## config.mk

```make
export PLATFORM = sky130hd
export DESIGN_NAME = char_rotator_flat
export DESIGN_NICKNAME = d
export VERILOG_FILES = /design/src/rtl/char_pkg.sv /design/src/rtl/char_rotator_if.sv /design/src/rtl/tick_divider.sv /design/src/rtl/char_rotator.sv /design/src/flat_wrapper.sv
export SDC_FILE = /design/constraint.sdc
export NUM_CORES = 1
export LEC_CHECK = 0
export CELL_PAD_IN_SITES_DETAIL_PLACEMENT = 0
export CELL_PAD_IN_SITES_GLOBAL_PLACEMENT = 1
export CORE_MARGIN = 2
export CORE_UTILIZATION = 36
export CTS_CLUSTER_SIZE = 20
export DETAILED_ROUTE_END_ITERATION = 8
export PLACE_DENSITY_LB_ADDON = 0.3
export SYNTH_ARGS = -nofsm -noshare
export SYNTH_HDL_FRONTEND = slang
export SYNTH_SLANG_ARGS = --single-unit
```

## constraint.sdc

```tcl
create_clock -name CLOCK_50 -period 2.8 [get_ports CLOCK_50]
set_input_delay 0.56 -clock CLOCK_50 [delete_from_list [all_inputs] [get_ports CLOCK_50]]
set_output_delay 0.56 -clock CLOCK_50 [all_outputs]
set_load 0.05 [all_outputs]
```

## src/rtl/char_pkg.sv

```systemverilog
// Character codes and word defaults shared by the rotator and the 2-bit 7-segment decoders.
package char_pkg;

  localparam int unsigned CW       = 2;
  localparam int unsigned N_DIGITS = 4;

  typedef enum logic [CW-1:0] {
    CH_D     = 2'b00,
    CH_E     = 2'b01,
    CH_1     = 2'b10,
    CH_BLANK = 2'b11
  } char_t;

  // digit3..digit0 reads "d E 1 blank"; digit0 sits in the LSBs
  localparam logic [N_DIGITS*CW-1:0] DEFAULT_WORD = {CH_D, CH_E, CH_1, CH_BLANK};

  // Rotation offset after one step, modulo n (dir=0 counts up, dir=1 counts down)
  function automatic int unsigned pos_step(input int unsigned p, input int unsigned n,
                                           input logic dir);
    if (dir) return (p == 0) ? n - 1 : p - 1;
    return (p == n - 1) ? 0 : p + 1;
  endfunction

endpackage

```

## src/rtl/char_rotator_if.sv

```systemverilog
// Control/data bundle between the character rotator and its driver (switches, keys, HEX decoders).
interface char_rotator_if #(
  parameter int unsigned N_DIGITS = char_pkg::N_DIGITS,
  parameter int unsigned CW       = char_pkg::CW
);

  localparam int unsigned WW = N_DIGITS * CW;
  localparam int unsigned PW = (N_DIGITS > 1) ? $clog2(N_DIGITS) : 1;

  logic          load;
  logic [WW-1:0] word_in;
  logic          run;
  logic          dir;
  logic          step;
  logic [WW-1:0] chars;
  logic [PW-1:0] pos;
  logic          tick;

  modport master (
    output load, word_in, run, dir, step,
    input  chars, pos, tick
  );

  modport slave (
    input  load, word_in, run, dir, step,
    output chars, pos, tick
  );

endinterface

```

## src/rtl/tick_divider.sv

```systemverilog
// Free-running 0..DIV-1 counter that holds while disabled; tick marks the wrap cycle.
module tick_divider #(
  parameter int unsigned DIV = 2
) (
  input  logic CLOCK_50,
  input  logic RESET,
  input  logic en,
  input  logic clr,
  output logic tick
);

  localparam int unsigned CNT_W = (DIV > 2) ? $clog2(DIV) : 1;
  localparam logic [CNT_W-1:0] LAST = CNT_W'(DIV - 1);

  logic [CNT_W-1:0] cnt;

  assign tick = en & (cnt == LAST);

  // clr restarts the period; wrap and increment only advance while enabled
  always_ff @(posedge CLOCK_50) begin
    if (RESET || clr) begin
      cnt <= '0;
    end else if (en) begin
      cnt <= tick ? '0 : cnt + CNT_W'(1);
    end
  end

endmodule

```

## src/rtl/char_rotator.sv

```systemverilog
// Holds an N-digit word of character codes and rotates it one digit per auto or manual step,
// feeding one code per HEX digit so the word scrolls across the display.
module char_rotator #(
  parameter int unsigned CLK_HZ   = 50_000_000,
  parameter int unsigned STEP_HZ  = 1,
  parameter int unsigned N_DIGITS = char_pkg::N_DIGITS,
  parameter int unsigned CW       = char_pkg::CW,
  parameter logic [N_DIGITS*CW-1:0] RESET_WORD = char_pkg::DEFAULT_WORD
) (
  input  logic           CLOCK_50,
  input  logic           RESET,
  char_rotator_if.slave  bus
);

  import char_pkg::*;

  localparam int unsigned DIV = CLK_HZ / STEP_HZ;
  localparam int unsigned WW  = N_DIGITS * CW;
  localparam int unsigned PW  = (N_DIGITS > 1) ? $clog2(N_DIGITS) : 1;

  logic          auto_tick;
  logic          step_meta;
  logic          step_sync;
  logic          step_prev;
  logic          man_tick;
  logic          step_c;
  logic [WW-1:0] rot_c;
  logic [PW-1:0] pos_nxt_c;
  logic [WW-1:0] chars_q;
  logic [PW-1:0] pos_q;
  logic          tick_q;

  tick_divider #(
    .DIV (DIV)
  ) u_div (
    .CLOCK_50 (CLOCK_50),
    .RESET    (RESET),
    .en       (bus.run),
    .clr      (bus.load),
    .tick     (auto_tick)
  );

  // Two-flop synchronizer for the pushbutton plus one flop of history for edge detect
  always_ff @(posedge CLOCK_50) begin
    if (RESET) begin
      step_meta <= 1'b0;
      step_sync <= 1'b0;
      step_prev <= 1'b0;
    end else begin
      step_meta <= bus.step;
      step_sync <= step_meta;
      step_prev <= step_sync;
    end
  end

  assign man_tick = step_sync & ~step_prev;
  // Coincident auto and manual events merge into a single rotation
  assign step_c   = auto_tick | man_tick;

  always_comb begin
    rot_c     = chars_q;
    pos_nxt_c = PW'(pos_step(32'(pos_q), N_DIGITS, bus.dir));
    if (bus.dir) begin
      rot_c = {chars_q[CW-1:0], chars_q[WW-1:CW]};
    end else begin
      rot_c = {chars_q[WW-CW-1:0], chars_q[WW-1 -: CW]};
    end
  end

  // Load wins over a coincident step, which is dropped
  always_ff @(posedge CLOCK_50) begin
    if (RESET) begin
      chars_q <= RESET_WORD;
      pos_q   <= '0;
      tick_q  <= 1'b0;
    end else if (bus.load) begin
      chars_q <= bus.word_in;
      pos_q   <= '0;
      tick_q  <= 1'b0;
    end else if (step_c) begin
      chars_q <= rot_c;
      pos_q   <= pos_nxt_c;
      tick_q  <= 1'b1;
    end else begin
      tick_q  <= 1'b0;
    end
  end

  assign bus.chars = chars_q;
  assign bus.pos   = pos_q;
  assign bus.tick  = tick_q;

endmodule

```

## src/flat_wrapper.sv

```systemverilog
// flat-port wrapper written by rule: the top's interface ports become plain ports
module char_rotator_flat import char_pkg::*;
#(
  parameter int unsigned CLK_HZ   = 50_000_000,
  parameter int unsigned STEP_HZ  = 1,
  parameter int unsigned N_DIGITS = char_pkg::N_DIGITS,
  parameter int unsigned CW       = char_pkg::CW,
  parameter logic [N_DIGITS*CW-1:0] RESET_WORD = char_pkg::DEFAULT_WORD
)
  (CLOCK_50, RESET, bus_load, bus_word_in, bus_run, bus_dir, bus_step, bus_chars, bus_pos, bus_tick);
  char_rotator_if #(.N_DIGITS(N_DIGITS), .CW(CW)) bus_i ();
  input  logic CLOCK_50;
  input  logic RESET;
  input wire logic [$bits(bus_i.load)-1:0] bus_load;
  input wire logic [$bits(bus_i.word_in)-1:0] bus_word_in;
  input wire logic [$bits(bus_i.run)-1:0] bus_run;
  input wire logic [$bits(bus_i.dir)-1:0] bus_dir;
  input wire logic [$bits(bus_i.step)-1:0] bus_step;
  output wire logic [$bits(bus_i.chars)-1:0] bus_chars;
  output wire logic [$bits(bus_i.pos)-1:0] bus_pos;
  output wire logic [$bits(bus_i.tick)-1:0] bus_tick;
  assign bus_i.load = bus_load;
  assign bus_i.word_in = bus_word_in;
  assign bus_i.run = bus_run;
  assign bus_i.dir = bus_dir;
  assign bus_i.step = bus_step;
  assign bus_chars = bus_i.chars;
  assign bus_pos = bus_i.pos;
  assign bus_tick = bus_i.tick;
  char_rotator #(.CLK_HZ(CLK_HZ), .STEP_HZ(STEP_HZ), .N_DIGITS(N_DIGITS), .CW(CW), .RESET_WORD(RESET_WORD)) u_core (.CLOCK_50(CLOCK_50), .RESET(RESET), .bus(bus_i));
endmodule
```

==> impl_metrics.env, run 1 <==
export IMPL_detailroute_via_count=1836
export IMPL_synth_ff_latch_count=40
export IMPL_core_rowCount=28
export IMPL_hold_startpoint="u_core.step_meta"
export IMPL_fin_tns_setup_ns=0
export IMPL_buffer_levels_on_the_longest_clock_path=2
export IMPL_main_combinational_cell_family_by_area_after_synthesis="simple AND/OR/NAND/NOR gates"
export IMPL_report_final_hold_viol_count=0
export IMPL_maximum_number_of_pins_on_one_net_before_global_route_repair=21
export IMPL_top_level_ports=25
export IMPL_antenna_found_initial=0
export IMPL_non_filler_cells_final=347
export IMPL_final_min_period_over_clock_period_pct=80.5
export IMPL_synth_fa_ha_area_share_pct=1.75
export IMPL_yosysSeqAreaShare_pct=37.3
export IMPL_power_frac_seq_pct=48.1
export IMPL_layout_drive_gt1_share_pct=9.19
export IMPL_route_final_wire_length_um=4570
export IMPL_synth_enable_flop_cells=0
export IMPL_holdWs_ns=0.454
export IMPL_clock_root_buffer="clkbuf_8"
export IMPL_synth_distinct_cells=49
export IMPL_drt_wirelength_per_cell_um=13.2
export IMPL_min_path_cells=1
export IMPL_place_worst_setup_slack_ns=0.237
export IMPL_floorplan_die_area_um2=6600
export IMPL_layout_commonest_cell="dfxtp_1"
export IMPL_synth_compound_area_share_pct=13.8
export IMPL_drt_drc_violations_left=0
export IMPL_rsz0062_at_grt="false"
export IMPL_clock_fmax_ghz=0.444
export IMPL_p_per_area_nw_per_um2=488
export IMPL_transition_time_at_the_pin_with_the_least_slew_margin_ns=0.613
export IMPL_global_route_overflow=0
export IMPL_synth_largest_type_area_fraction_pct=37.3
export IMPL_switchingPower_uw=324
export IMPL_setup_violations=0
export IMPL_power_report_internal_total_uw=917
export IMPL_netSwitchingFraction_pct=26.1
export IMPL_ir_worst_vdd_mv=0.264
export IMPL_synth_fp_nets=265
export IMPL_cap_violations=0
export IMPL_via_count_of_the_first_global_routing_pass=1748
export IMPL_min_delay_path_class="reg2reg"
export IMPL_place_detailed_hpwl_um=3230
export IMPL_worst_ep_required_time_ns=3.03
export IMPL_place_congestion=0.724
export IMPL_yosysWarnings=0
export IMPL_combinationalPowerShare_pct=12.3
export IMPL_worst_r2r_setup_slack_ns=0.75
export IMPL_netlist_area_um2=2150
export IMPL_setup_slack_ns=0.545
export IMPL_max_slew_headroom_pct=59.0
export IMPL_drtAntennaViolNets=0
export IMPL_ctsHtreeMaxLevel=2
export IMPL_critPathCaptureType="register"
export IMPL_footprint_of_the_multi_input_gates_um2=1230
export IMPL_yosys_mux_area_fraction_pct=7.92
export IMPL_core_area_um2=5850
export IMPL_final_cell_mix="dfxtp_1 (40), nor2_1 (24), clkdlybuf4s50_1 (24)"
export IMPL_hold_path_end="u_core.step_sync"
export IMPL_synth_simple_gate_area_share_pct=29.3
export IMPL_ys_async_sr_fraction_pct=0
export IMPL_number_of_diodes_added_for_antenna_fixing=0
export IMPL_final_setup_skew_ns=0.00526
export IMPL_post_cts_repair_setup_buffers=0
export IMPL_avgViaCountPerCell=5.29
export IMPL_first_drt_iteration_drcs=50
export IMPL_crit_reg2reg_launch="u_core.u_div.cnt[3]"
export IMPL_detailedRoute_firstPassIterationCount=4
export IMPL_die_w_um=81.3
export IMPL_cts_clk_slew_worst_paths_ns=0.09
export IMPL_rr_worst_depth=4
export IMPL_synthesis_instances=248
export IMPL_synthXorXnorAreaFrac_pct=4.48
export IMPL_n_fill_cell=590
export IMPL_min_period_ns=2.25
export IMPL_synthFlopType="dfxtp_1"
export IMPL_dp_cells=339
export IMPL_final_seq_area_um2=801
export IMPL_portBuffers=24
export IMPL_clk_pwr_share_pct=39.7
export IMPL_clkLatencyLatePin_ns=0.30
export IMPL_globalRouteTotalUtil_pct=15.3
export IMPL_outcome="completed"
export IMPL_cts_repair_resize_count=0
export IMPL_leakage_power_of_the_design_nw=0.882
export IMPL_critPathKind="in2reg"
export IMPL_timing_rr_end="u_core.u_div.cnt[25]"
export IMPL_critical_path_arrival_ns=2.49
export IMPL_grt_pass1_wl_um=7980
export IMPL_clock_tree_from_tritoncts="done"
export IMPL_netlist_top_cells_area="dfxtp_1 (37%), mux2i_1 (7.9%), nor2_1 (4.2%), nand2_1 (3.7%), a21oi_1 (3.5%)"
export IMPL_cts_buffers=5
export IMPL_yosysTopAreaCell="dfxtp_1"
export IMPL_area_growth_syn_to_layout_pct=18.2
export IMPL_kind_of_launch_point_of_the_worst_setup_path="input pin"
export IMPL_cts_num_sinks=40
export IMPL_critical_path_peak_fanout=11
export IMPL_final_net_count=288
export IMPL_ctsHoldBuffers=0
export IMPL_die_y_um=81.3
export IMPL_initial_utilization_pct=36.7
export IMPL_timing_final_max_slew_violations=0
export IMPL_syn_avg_cell_area_um2=8.67
critical path, cell delays in order:
cell	delay, ns
clkdlybuf4s50_1	0.57
nand4_2	0.12
or4_4	0.57
or4_1	0.52
a21oi_1	0.15
kinds of logic (layout without fill, tap and decap cells):
group / count (synthesis) / in the layout
fa+ha+maj: 3 / 3
simple gates: 112 / 112
mux: 17 / 17
flops: 40 / 40
xor+xnor: 11 / 11
compound gates: 47 / 47
buf+inv: 18 / 42
routing by layer:
metal / wire length (um) / global-route usage, % / vias to the layer above
met5: 0 / 0 / -
met4: 95 / 6.78 / 0
met3: 194 / 3.00 / 9
met2: 1950 / 23.1 / 36
met1: 2320 / 21.1 / 842
li1: - / - / 949
stage by stage:
step                total power, mW  util (%)  cell area [um^2]
floorplan                     0.706         -              2150
global placement              0.763      41.5              2430
detailed placement            0.763      41.5              2430
CTS                            1.26      43.4              2540
global route                   1.29      43.4              2540
finish                         1.24      43.4              2540
synthesized netlist by cell type, types with 2 or more instances:
library cell,count
nand4_1,8
nand3_1,11
a211oi_1,4
o21ai_0,11
a21oi_1,15
xnor2_1,4
nor3_1,5
nor2_1,24
or3_2,2
dfxtp_1,40
nor2b_1,4
nand2b_1,10
ha_1,3
o31ai_1,7
nor4_1,2
a21o_1,2
nand2_1,21
or3_1,2
and4_1,6
xor2_1,7
clkbuf_1,7
inv_1,4
mux2i_1,17
or4_1,7
cell type report:
class,instances,area share (%)
well taps,75,3.69
repair buffers,30,11.2
clock buffers,5,2.71
clock inverters,3,1.82
inverters,4,0.591
flip-flops and latches,40,31.5
multi-input cells,190,48.4
power by group through the flow:
stage	sequential [mW]	combinational (mW)	clock (mW)
6_report	0.596	0.152	0.492
5_1_grt	0.599	0.165	0.530
4_1_cts	0.596	0.155	0.509
3_5_place_dp	0.609	0.154	0
3_3_place_gp	0.610	0.153	0
2_1_floorplan	0.647	0.0597	0
state kept, by name (all words and copies together), names as in the netlist:
name	count
u_core.bus.pos	2
u_core.bus.tick	1
u_core.bus.chars	8
u_core.u_div.cnt	26
u_core.step_meta	1
u_core.step_sync	1
u_core.step_prev	1
worst max-delay path by stage:
| stage | from | slack [ns] | to | cells past startpoint |
|---|---|---|---|---|
| floorplan | bus_run | 0.77 | u_core.u_div.cnt[23] | 5 |
| global placement | bus_run | 0.27 | u_core.u_div.cnt[25] | 5 |
| detailed placement | bus_run | 0.24 | u_core.u_div.cnt[25] | 5 |
| CTS | bus_run | 0.55 | u_core.u_div.cnt[25] | 5 |
| global route | bus_run | 0.48 | u_core.u_div.cnt[23] | 5 |
| finish | bus_run | 0.55 | u_core.u_div.cnt[25] | 5 |
No activity file was read; power rests on OpenSTA's default activity.
==> inputs of run 2 (changes only) <==
- clock period: 2.8 -> 1.95 ns (I/O delays scaled with it)
==> impl_metrics.env, run 2 (synthesized netlist as in run 1, its figures left out) <==
export IMPL_list_of_cells_traversed_by_the_critical_path="clkdlybuf4s50_1"
export IMPL_via_count_of_the_first_global_routing_pass=1748
export IMPL_transition_time_at_the_pin_with_the_least_slew_margin_ns=0.502
export IMPL_report_final_hold_viol_count=0
export IMPL_totalPowerFinal_mw=1.62
export IMPL_critPathCaptureType="output pin"
export IMPL_first_drt_iteration_drcs=99
export IMPL_setup_violations=0
export IMPL_detailedRoute_firstPassIterationCount=4
export IMPL_critical_path_arrival_ns=1.50
export IMPL_place_congestion=0.766
export IMPL_drt_drc_violations_left=0
export IMPL_min_period_ns=1.89
export IMPL_buffer_levels_on_the_longest_clock_path=2
export IMPL_number_of_diodes_added_for_antenna_fixing=0
export IMPL_dp_cells=362
export IMPL_min_path_cells=1
export IMPL_clkLatencyLatePin_ns=0.29
export IMPL_cts_clk_slew_worst_paths_ns=0.08
export IMPL_crit_reg2reg_launch="u_core.u_div.cnt[5]"
export IMPL_drtAntennaViolNets=0
export IMPL_largest_register_ffs=26
export IMPL_final_cell_mix="dfxtp_1 (39), buf_4 (26), nor2_1 (24)"
export IMPL_die_w_um=81.3
export IMPL_utilization_pct=47.1
export IMPL_layout_drive_gt1_share_pct=18.0
export IMPL_outcome="completed"
export IMPL_globalRouteTotalUtil_pct=15.9
export IMPL_avgViaCountPerCell=5.17
export IMPL_clock_tree_from_tritoncts="done"
export IMPL_layout_commonest_cell="dfxtp_1"
export IMPL_critical_path_peak_fanout=4
export IMPL_worstSetupPathDepth=1
export IMPL_portBuffers=24
export IMPL_timing_critical_path_from="u_core.bus.chars[2]"
export IMPL_route_final_wire_length_um=4760
export IMPL_final_net_count=311
export IMPL_non_filler_cells_final=369
export IMPL_ir_worst_vdd_mv=0.326
export IMPL_n_fill_cell=569
export IMPL_ctsHtreeMaxLevel=2
export IMPL_critical_path_buf_inv_count=1
export IMPL_critPathKind="reg2out"
export IMPL_floorplan_die_area_um2=6600
export IMPL_cts_num_sinks=40
export IMPL_max_slew_headroom_pct=66.5
export IMPL_cp_top_family="buffers and inverters"
export IMPL_p_per_area_nw_per_um2=589
export IMPL_clock_fmax_ghz=0.530
export IMPL_maximum_number_of_pins_on_one_net_before_global_route_repair=21
export IMPL_initial_utilization_pct=36.7
export IMPL_largest_reg_by_ff_count="u_core.u_div.cnt"
export IMPL_core_rowCount=28
export IMPL_drt_wirelength_per_cell_um=12.9
export IMPL_critical_path_cell_with_the_highest_stage_delay="clkdlybuf4s50_1"
export IMPL_ctsHoldBuffers=0
export IMPL_final_min_period_over_clock_period_pct=96.8
export IMPL_fin_tns_setup_ns=0
export IMPL_leakage_power_of_the_design_nw=1.03
export IMPL_core_area_um2=5850
export IMPL_global_route_overflow=0
export IMPL_top_level_ports=25
export IMPL_kind_of_launch_point_of_the_worst_setup_path="register"
export IMPL_grt_pass1_wl_um=8250
export IMPL_rsz0062_at_grt="false"
export IMPL_die_y_um=81.3
export IMPL_area_growth_syn_to_layout_pct=28.2
export IMPL_antenna_found_initial=0
export IMPL_rr_worst_depth=5
export IMPL_min_delay_path_class="reg2reg"
export IMPL_post_cts_repair_setup_buffers=0
export IMPL_timing_final_max_slew_violations=0
export IMPL_max_stage_delay_on_crit_path_ns=0.83
export IMPL_hold_startpoint="u_core.step_meta"
export IMPL_final_setup_skew_ns=0.00689
export IMPL_cts_buffers=5
export IMPL_detailroute_via_count=1907
export IMPL_place_detailed_hpwl_um=3530
export IMPL_clock_root_buffer="clkbuf_8"
export IMPL_holdWs_ns=0.442
export IMPL_worst_ep_required_time_ns=1.56
export IMPL_cap_violations=0
run 2: metal layers:
metal | global-route usage (%) | wire, um | part of all wire (%)
met1 | 22.1 | 2350 | 49
met2 | 24.3 | 2160 | 45
met3 | 3.44 | 187 | 3.9
met4 | 5.25 | 68 | 1.4
met5 | 0 | 0 | 0
run 2: power by group:
group	leakage [nW]	switching, mW	internal, mW
logic	0.668	0.129	0.112
registers	0.325	0.0196	0.837
clock network	0.0410	0.282	0.244
total	1.03	0.430	1.19
run 2: area by class of cell:
cell class              instances  area (um^2)  area share (%)
flip-flops and latches         40          802            29.1
clock buffers                   6         72.6            2.63
repair buffers                 53          512            18.6
well taps                      75         93.8            3.41
inverters                       4         15.0           0.545
clock inverters                 1         5.00           0.182
multi-input cells             190         1250            45.5
run 2: repair_timing:
action	4_1_cts	5_1_grt
endpoints found under the setup margin	1	8
pin swaps	1	3
gates resized for setup	0	9
run 2: final timing paths:
check	slack [ns]	to
setup / recovery	0.06	bus_chars[2]
setup reg to reg	0.10	u_core.u_div.cnt[18]
hold reg to reg	0.44	u_core.step_sync
hold / removal	0.44	u_core.step_sync
run 2: stage by stage:
stage	worst slack (ns)	area (um^2)
6_report	0.0620	2760
2_1_floorplan	-0.0140	2160
4_1_cts	0.00955	2730
3_3_place_gp	-0.308	2650
5_1_grt	0.00978	2760
3_5_place_dp	-0.313	2650
==> inputs of run 3 (changes only) <==
- CTS_BUF_LIST: unset -> sky130_fd_sc_hd__clkbuf_4 sky130_fd_sc_hd__clkbuf_8
==> impl_metrics.env, run 3 (synthesized netlist as in run 1, its figures left out) <==
export IMPL_largest_register_ffs=26
export IMPL_crit_path_end="bus_chars[2]"
export IMPL_timing_rr_end="u_core.u_div.cnt[18]"
export IMPL_timing_final_max_slew_violations=0
export IMPL_final_setup_skew_ns=0.00633
export IMPL_detailroute_via_count=1903
export IMPL_route_final_wire_length_um=4780
export IMPL_groute_layer_met1_usage_pct=22.1
export IMPL_layout_commonest_cell="dfxtp_1"
export IMPL_critPathCaptureType="output pin"
export IMPL_largest_reg_by_ff_count="u_core.u_div.cnt"
export IMPL_global_route_peak_usage_layer="met2"
export IMPL_n_fill_cell=574
export IMPL_layout_drive_gt1_share_pct=18.4
export IMPL_final_min_period_over_clock_period_pct=96.7
export IMPL_place_detailed_hpwl_um=3530
export IMPL_drt_drc_violations_left=0
export IMPL_cp_top_family="buffers and inverters"
export IMPL_core_area_um2=5850
export IMPL_clock_tree_from_tritoncts="done"
export IMPL_floorplan_die_area_um2=6600
export IMPL_final_seq_area_um2=802
export IMPL_avgViaCountPerCell=5.16
export IMPL_first_drt_iteration_drcs=104
export IMPL_transition_time_at_the_pin_with_the_least_slew_margin_ns=0.502
export IMPL_critical_path_peak_fanout=4
export IMPL_initial_utilization_pct=36.7
export IMPL_min_period_ns=1.89
export IMPL_drt_wirelength_per_cell_um=12.9
export IMPL_ir_worst_vdd_mv=0.326
export IMPL_global_route_overflow=0
export IMPL_clock_fmax_ghz=0.530
export IMPL_report_final_hold_viol_count=0
export IMPL_totalPowerFinal_mw=1.64
export IMPL_kind_of_launch_point_of_the_worst_setup_path="register"
export IMPL_die_y_um=81.3
export IMPL_cap_violations=0
export IMPL_grt_pass1_wl_um=8290
export IMPL_detailedRoute_firstPassIterationCount=4
export IMPL_fin_tns_setup_ns=0
export IMPL_footprint_of_the_multi_input_gates_um2=1250
export IMPL_cts_clk_slew_worst_paths_ns=0.08
export IMPL_clock_root_buffer="clkbuf_8"
export IMPL_p_per_area_nw_per_um2=593
export IMPL_die_w_um=81.3
export IMPL_worst_ep_required_time_ns=1.56
export IMPL_place_congestion=0.766
export IMPL_cts_num_sinks=40
export IMPL_antenna_found_initial=0
export IMPL_max_stage_delay_on_crit_path_ns=0.83
export IMPL_maximum_number_of_pins_on_one_net_before_global_route_repair=21
export IMPL_max_slew_headroom_pct=66.5
export IMPL_drtAntennaViolNets=0
export IMPL_setup_violations=0
export IMPL_worstSetupPathDepth=1
export IMPL_non_filler_cells_final=369
export IMPL_use_met2_pct=24.5
export IMPL_critical_path_cell_with_the_highest_stage_delay="clkdlybuf4s50_1"
export IMPL_critPathKind="reg2out"
export IMPL_rsz0062_at_grt="false"
export IMPL_ctsHtreeMaxLevel=2
export IMPL_buffer_levels_on_the_longest_clock_path=2
export IMPL_final_cell_mix="dfxtp_1 (39), buf_4 (26), nor2_1 (24)"
export IMPL_via_count_of_the_first_global_routing_pass=1764
export IMPL_utilization_pct=47.2
export IMPL_dp_cells=362
export IMPL_portBuffers=24
export IMPL_globalRouteTotalUtil_pct=15.9
export IMPL_min_delay_path_class="reg2reg"
export IMPL_clkLatencyLatePin_ns=0.29
export IMPL_cts_buffers=5
export IMPL_outcome="completed"
export IMPL_list_of_cells_traversed_by_the_critical_path="clkdlybuf4s50_1"
export IMPL_leakage_power_of_the_design_nw=1.04
export IMPL_use_met3_pct=3.44
export IMPL_area_growth_syn_to_layout_pct=28.3
export IMPL_critical_path_arrival_ns=1.50
export IMPL_critical_path_buf_inv_count=1
export IMPL_crit_reg2reg_launch="u_core.u_div.cnt[5]"
export IMPL_top_level_ports=25
export IMPL_timing_critical_path_from="u_core.bus.chars[2]"
export IMPL_core_rowCount=28
export IMPL_post_cts_repair_setup_buffers=0
export IMPL_number_of_diodes_added_for_antenna_fixing=0
export IMPL_ctsHoldBuffers=0
export IMPL_final_net_count=311
export IMPL_worst_r2r_setup_slack_ns=0.09
export IMPL_rr_worst_depth=5
export IMPL_holdWs_ns=0.442
-- run 3: cell counts in the layout (fill, tap and decap cells not counted) --
No cell type changed its count.
-- run 3: metrics by stage --
step / setup WS, ns / area, um^2
after global routing: 0.00867 / 2760
after detailed placement: -0.313 / 2650
after CTS: 0.00772 / 2730
after global placement: -0.308 / 2650
final: 0.0637 / 2760
after floorplan: -0.0140 / 2160
-- run 3: where the power goes --
group          total (mW)  switching, mW  internal [mW]
sequential          0.856         0.0197          0.837
clock               0.538          0.280          0.258
combinational       0.242          0.129          0.112
total                1.64          0.429           1.21
-- run 3: cell type report --
cell class              count  share of cell area [%]
multi-input cells         190                    45.5
flip-flops and latches     40                    29.1
repair buffers             53                    18.5
well taps                  75                    3.40
clock buffers               6                    2.77
inverters                   4                   0.544
clock inverters             1                   0.181
-- run 3: how the worst min path moves through the flow --
stage / from / end / slack [ns] / cells past startpoint
after CTS: u_core.step_meta / u_core.step_sync / 0.45 / 1
after detailed placement: u_core.step_meta / u_core.step_sync / 0.43 / 1
after floorplan: u_core.step_meta / u_core.step_sync / 0.41 / 1
final: u_core.step_meta / u_core.step_sync / 0.44 / 1
after global placement: u_core.step_meta / u_core.step_sync / 0.42 / 1
after global routing: u_core.step_meta / u_core.step_sync / 0.47 / 1
-- run 3: what timing repair did --
action,in CTS,in global routing
pin swaps,1,3
endpoints found under the setup margin,1,8
resized for setup,0,9
-- run 3: per-layer routing --
layer / wire [um] / vias up
met5: 0 / -
met3: 188 / 7
met2: 2160 / 34
met1: 2360 / 879
met4: 65 / 0
li1: - / 983
==> edit 1, RTL diff (config.mk and constraints of run 1) <==
`CLK_HZ` is set to 50_000_000 in 2 places; all go to 100_000_000.
--- a/src/rtl/char_rotator.sv
+++ b/src/rtl/char_rotator.sv
@@ -2,5 +2,5 @@
 // feeding one code per HEX digit so the word scrolls across the display.
 module char_rotator #(
-  parameter int unsigned CLK_HZ   = 50_000_000,
+  parameter int unsigned CLK_HZ   = 100_000_000,
   parameter int unsigned STEP_HZ  = 1,
   parameter int unsigned N_DIGITS = char_pkg::N_DIGITS,
--- a/src/flat_wrapper.sv
+++ b/src/flat_wrapper.sv
@@ -2,5 +2,5 @@
 module char_rotator_flat import char_pkg::*;
 #(
-  parameter int unsigned CLK_HZ   = 50_000_000,
+  parameter int unsigned CLK_HZ   = 100_000_000,
   parameter int unsigned STEP_HZ  = 1,
   parameter int unsigned N_DIGITS = char_pkg::N_DIGITS,
Formal check against the unedited RTL: no difference found for any inputs over 10 cycles, from zero or initial values and one cycle with RESET high; that may be too few to reach the edited logic, so the function may still have changed.
==> edit 1 against run 1 <==
- core utilization up 1.9 points
- sequential cell count up 1
- fmax down 0.32%
- worst setup slack worse by 7.2 ps
- first-iteration DRC count down 28%
- sequential share of layout area up 1.1 points
- wire length down 5.5%
- total power down 0.28%
- non-clock buffer count up 1
- via count down 7.4%
- worst hold slack better by 11 ps
- synthesized area down 3.2%
- highest routed layer unchanged
- cell area down 1.1%
- critical endpoint is now u_core.bus.chars[7]
==> edit 1: results (changes against run 1) <==
[status]
outcome = finished, final reports clean  ; unchanged

[logic_synthesis]
synth-seq-area-share_pct = 39.4  ; was 37.3%
synthMuxAreaShare_pct = 6.25  ; was 7.92%
synth_compound_area_share_pct = 11.2  ; was 13.8%
ys_top_cells_by_count = 41 x dfxtp_1, 35 x nor2_1, 16 x nand2_1  ; was 40 x dfxtp_1, 24 x nor2_1, 21 x nand2_1
synthCells = 239  ; was 248
synth_nets = 256  ; was 265
synth_fa_ha_area_share_pct = 1.80  ; was 1.75%
synth_xor_area_share_pct = 8.00  ; was 4.48%
synthTopCellsByArea = dfxtp_1 39%, nor2_1 6.3%, xor2_1 6.3%  ; was dfxtp_1 37%, mux2i_1 7.9%, nor2_1 4.2%

[cells_and_area]
fill_cells = 542  ; was 590
drive_gt1_share_pct = 13.2  ; was 9.19%
largest_reg_flops = 27  ; was 26
nets = 282  ; was 288

[global_routing]
first_global_vias = 1646  ; was 1748
grt_pass1_wl_um = 7590  ; was 7980 um
grt_use_total_pct = 15.1  ; was 15.3%

[setup_path]
slowest_delay_ps = 500  ; was 570 ps
cp_max_fo = 12  ; was 11

[routing]
drt_iter0_drc = 36  ; was 50
postRouteAntennaNets = 0  ; unchanged
route.vias.total = 1701  ; was 1836
viasPerCell = 5.03  ; was 5.29
drt_wl_total_um = 4310  ; was 4570 um

[power_and_ir_drop]
power_leakage_nw = 0.872  ; was 0.882 nW
ir_worst_vdd_mv = 0.224  ; was 0.264 mV

[placement]
pre_cts_ws_ps = 229  ; was 237 ps
dpl.cell_count = 330  ; was 339
dpl.hpwl_um = 3220  ; was 3230 um
gp_congestion = 0.787  ; was 0.724

[timing]
finClkSkew_ps = 15.6  ; was 5.26 ps
tightest_slew_ps = 519  ; was 613 ps

[cts]
cts.path.max_buffers = 2  ; unchanged
insertion_delay_ps = 300  ; about the same

edit 1: cell count changes after synthesis, moves of 5 or more:
cell / change
nand2b_1: -8
o21ai_0: -9
xor2_1: +8
mux2_2: +8
nor2_1: +11
nand2_1: -5
mux2i_1: -13
or4_1: -7
edit 1: worst paths after layout:
path | endpoint | start | depth (start not counted) | slack [ps]
worst max-delay path | u_core.bus.chars[7] | bus_run | 7 | 540
worst max register to register | u_core.bus.chars[7] | u_core.u_div.cnt[0] | 7 | 760
worst min-delay path | u_core.step_sync | u_core.step_meta | 1 | 460
worst min register to register | u_core.step_sync | u_core.step_meta | 1 | 460
edit 1: power breakdown:
part           switching [mW]  internal, mW
Combinational          0.0840        0.0685
Clock                   0.209         0.267
Sequential             0.0126         0.596
Total                   0.305         0.932
edit 1: cell type report:
class	count	share of cell area (%)
multi-input cells	179	46.6
clock inverters	3	1.74
flip-flops and latches	41	32.7
inverters	7	1.05
repair buffers	31	11.6
clock buffers	5	2.74
well taps	72	3.58
edit 1: cells by family after synthesis:
kind of cell | count (synthesis)
fa+ha+maj | 3
mux | 12
simple gates | 113
compound gates | 32
buf+inv | 19
xor+xnor | 19
flops | 41
edit 1: per-stage QoR:
step           total power, mW  utilization, %  hold slack (ps)  cell area, um^2
2_1_floorplan            0.721               -              414             2080
3_3_place_gp             0.776            43.3              465             2400
3_5_place_dp             0.777            43.3              453             2400
4_1_cts                   1.26            45.4              468             2510
5_1_grt                   1.29            45.4              482             2510
6_report                  1.24            45.4              465             2510
edit 1: routing by layer:
layer | GRT usage (%) | wire length, um | vias up | share of wire [%]
li1 | - | - | 891 | -
met1 | 19.2 | 2120 | 783 | 49
met2 | 25.3 | 2020 | 20 | 47
met3 | 3.05 | 107 | 7 | 2.5
met4 | 5.59 | 68 | 0 | 1.6
met5 | 0 | 0 | - | 0
==> edit 2, RTL diff (settings of run 1) <==
Made on the original files. Reset style: asynchronous (`RESET`), changed in 2 clocked blocks.
--- a/src/rtl/char_rotator.sv
+++ b/src/rtl/char_rotator.sv
@@ -42,5 +42,5 @@
 
   // Two-flop synchronizer for the pushbutton plus one flop of history for edge detect
-  always_ff @(posedge CLOCK_50) begin
+  always_ff @(posedge CLOCK_50 or posedge RESET) begin
     if (RESET) begin
       step_meta <= 1'b0;
@@ -69,5 +69,5 @@
 
   // Load wins over a coincident step, which is dropped
-  always_ff @(posedge CLOCK_50) begin
+  always_ff @(posedge CLOCK_50 or posedge RESET) begin
     if (RESET) begin
       chars_q <= RESET_WORD;
Formal check against the unedited RTL: differs if RESET is asserted again (counterexample within 4 cycles, from zero or initial values and one cycle with RESET high); with RESET held inactive, the same outputs for 10 cycles.
==> edit 2 against run 1 <==
- total power increased by 2.6%
- sequential cell count stayed put
- synthesized area shrank 4.1%
- worst setup slack worse by 96 ps
- first-iteration DRC count is 28% higher
- via count shrank 3.7%
- combinational power up 24%
- cell area down 1.0%
- die area down 3.9%
- wire length is 1.4% lower
==> edit 2: results (changes against run 1) <==
[routing]
viasPerCell = 5.23  ; was 5.29
wl_per_cell_um = 13.3  ; was 13.2 um
drt_wl_total_um = 4500  ; was 4570 um
drt_iter0_drc = 64  ; was 50

[placement]
place_area_um2 = 2400  ; was 2430 um^2
gp_congestion = 0.812  ; was 0.724
pre_cts_ws_ps = 146  ; was 237 ps
dpl.hpwl_um = 3230  ; about the same
dpl.cell_count = 330  ; was 339

[cts]
cts.path.max_buffers = 2  ; unchanged
insertion_delay_ps = 300  ; about the same
cts_max_level = 2  ; unchanged
cts_buffers = 5  ; unchanged
cts_root_buf = clkbuf_8  ; unchanged
cts_setup_buffers = 0  ; unchanged
ctsResizeCount = 0  ; unchanged

[logic_synthesis]
synth-seq-area-share_pct = 42.5  ; was 37.3%
synthTopCellsByArea = dfxtp_1 25%, dfrtp_1 12%, dfstp_2 5.1%  ; was dfxtp_1 37%, mux2i_1 7.9%, nor2_1 4.2%
synth_cell_types = 37  ; was 49
ys_top_cells_by_count = 27 x nand2_1, 26 x dfxtp_1, 21 x nor2_1  ; was 40 x dfxtp_1, 24 x nor2_1, 21 x nand2_1
synth_nets = 253  ; was 265
synthCells = 236  ; was 248
async_flop_share_pct = 35.0  ; was 0%

[cells_and_area]
fill_cells = 542  ; was 590
drive_gt1_share_pct = 12.8  ; was 9.19%
diodes = 0  ; unchanged
nets = 282  ; was 288

[setup_path]
slowest_delay_ps = 730  ; was 570 ps
worst_r2r_path_depth = 5  ; was 4
cp.arrival_ps = 2580  ; was 2490 ps
cp_max_fo = 11  ; unchanged
cp_slowest_cell = or4_1  ; was clkdlybuf4s50_1
timing.rr.start = u_core.u_div.cnt[8]  ; was u_core.u_div.cnt[3]
critPathLaunch = bus_run  ; unchanged

[global_routing]
grt_start_max_net_pins = 23  ; was 21
grt_pass1_wl_um = 7920  ; was 7980 um
grt_use_total_pct = 15.8  ; was 15.3%
first_global_vias = 1687  ; was 1748
overflow = 0  ; unchanged

[min_path]
worstHoldStart = u_core.step_meta  ; unchanged
holdPathStages = 0  ; was 1

[timing]
finClkSkew_ps = 8.63  ; was 5.26 ps
tightest_slew_ps = 574  ; was 613 ps

[power_and_ir_drop]
internal_power_uw = 938  ; was 917 uW
pg_comb_uw = 188  ; was 152 uW
ir_worst_vdd_mv = 0.230  ; was 0.264 mV
p_clk_share_pct = 37.1  ; was 39.7%
p_sw_share_pct = 26.3  ; was 26.1%
power_leakage_nw = 0.839  ; was 0.882 nW

[status]
outcome = finished, final reports clean  ; unchanged

## edit 2: cell types whose count changed after synthesis, sizes merged, moves of 6 or more
cell | run 1 | this run
dfxtp | 40 | 26
or2 | 1 | 10
nand2b | 10 | 2
dfrtp | 0 | 10
o221ai | 0 | 8
nand2 | 21 | 27
or3 | 4 | 13
mux2i | 17 | 8
## edit 2: worst paths after layout
path | slack, ps | endpoint
min in group asynchronous | 680 | u_core.bus.tick
hold reg to reg | 360 | u_core.step_sync
setup reg to reg | 560 | u_core.bus.chars[3]
max in group asynchronous | 1740 | u_core.bus.chars[6]
hold / removal | 360 | u_core.step_sync
setup / recovery | 450 | u_core.u_div.cnt[20]
## edit 2: metal layers
| layer | GRT usage, % | routed length (um) | up-vias | part of all wire, % |
|---|---|---|---|---|
| met5 | 0 | 0 | - | 0 |
| met4 | 5.00 | 63 | 0 | 1.4 |
| met3 | 3.51 | 130 | 6 | 2.9 |
| met2 | 25.1 | 2080 | 21 | 46 |
| met1 | 21.2 | 2230 | 836 | 49 |
| li1 | - | - | 905 | - |
## edit 2: layout make-up
class / count / area [um^2] / area share (%)
clock buffer: 5 / 68.8 / 2.74
clock inverter: 3 / 42.5 / 1.69
inverter: 8 / 30.0 / 1.19
multi-input combinational: 178 / 1110 / 44.0
sequential: 40 / 876 / 34.8
tap: 72 / 90.1 / 3.58
timing repair buffer: 32 / 300 / 11.9
## edit 2: logic make-up after synthesis
| kind of cell | synth area share (%) |
|---|---|
| simple gates | 29.4 |
| compound gates | 11.8 |
| flops | 42.5 |
| buf+inv | 3.76 |
| fa+ha+maj | 1.82 |
| mux | 5.16 |
| xor+xnor | 5.53 |
## edit 2: worst reg2reg max path: stages (launching register included)
cell	delay, ps
dfxtp_1	380
or4_1	530
or4_4	590
o21ba_1	280
buf_4	200
o221ai_1	200
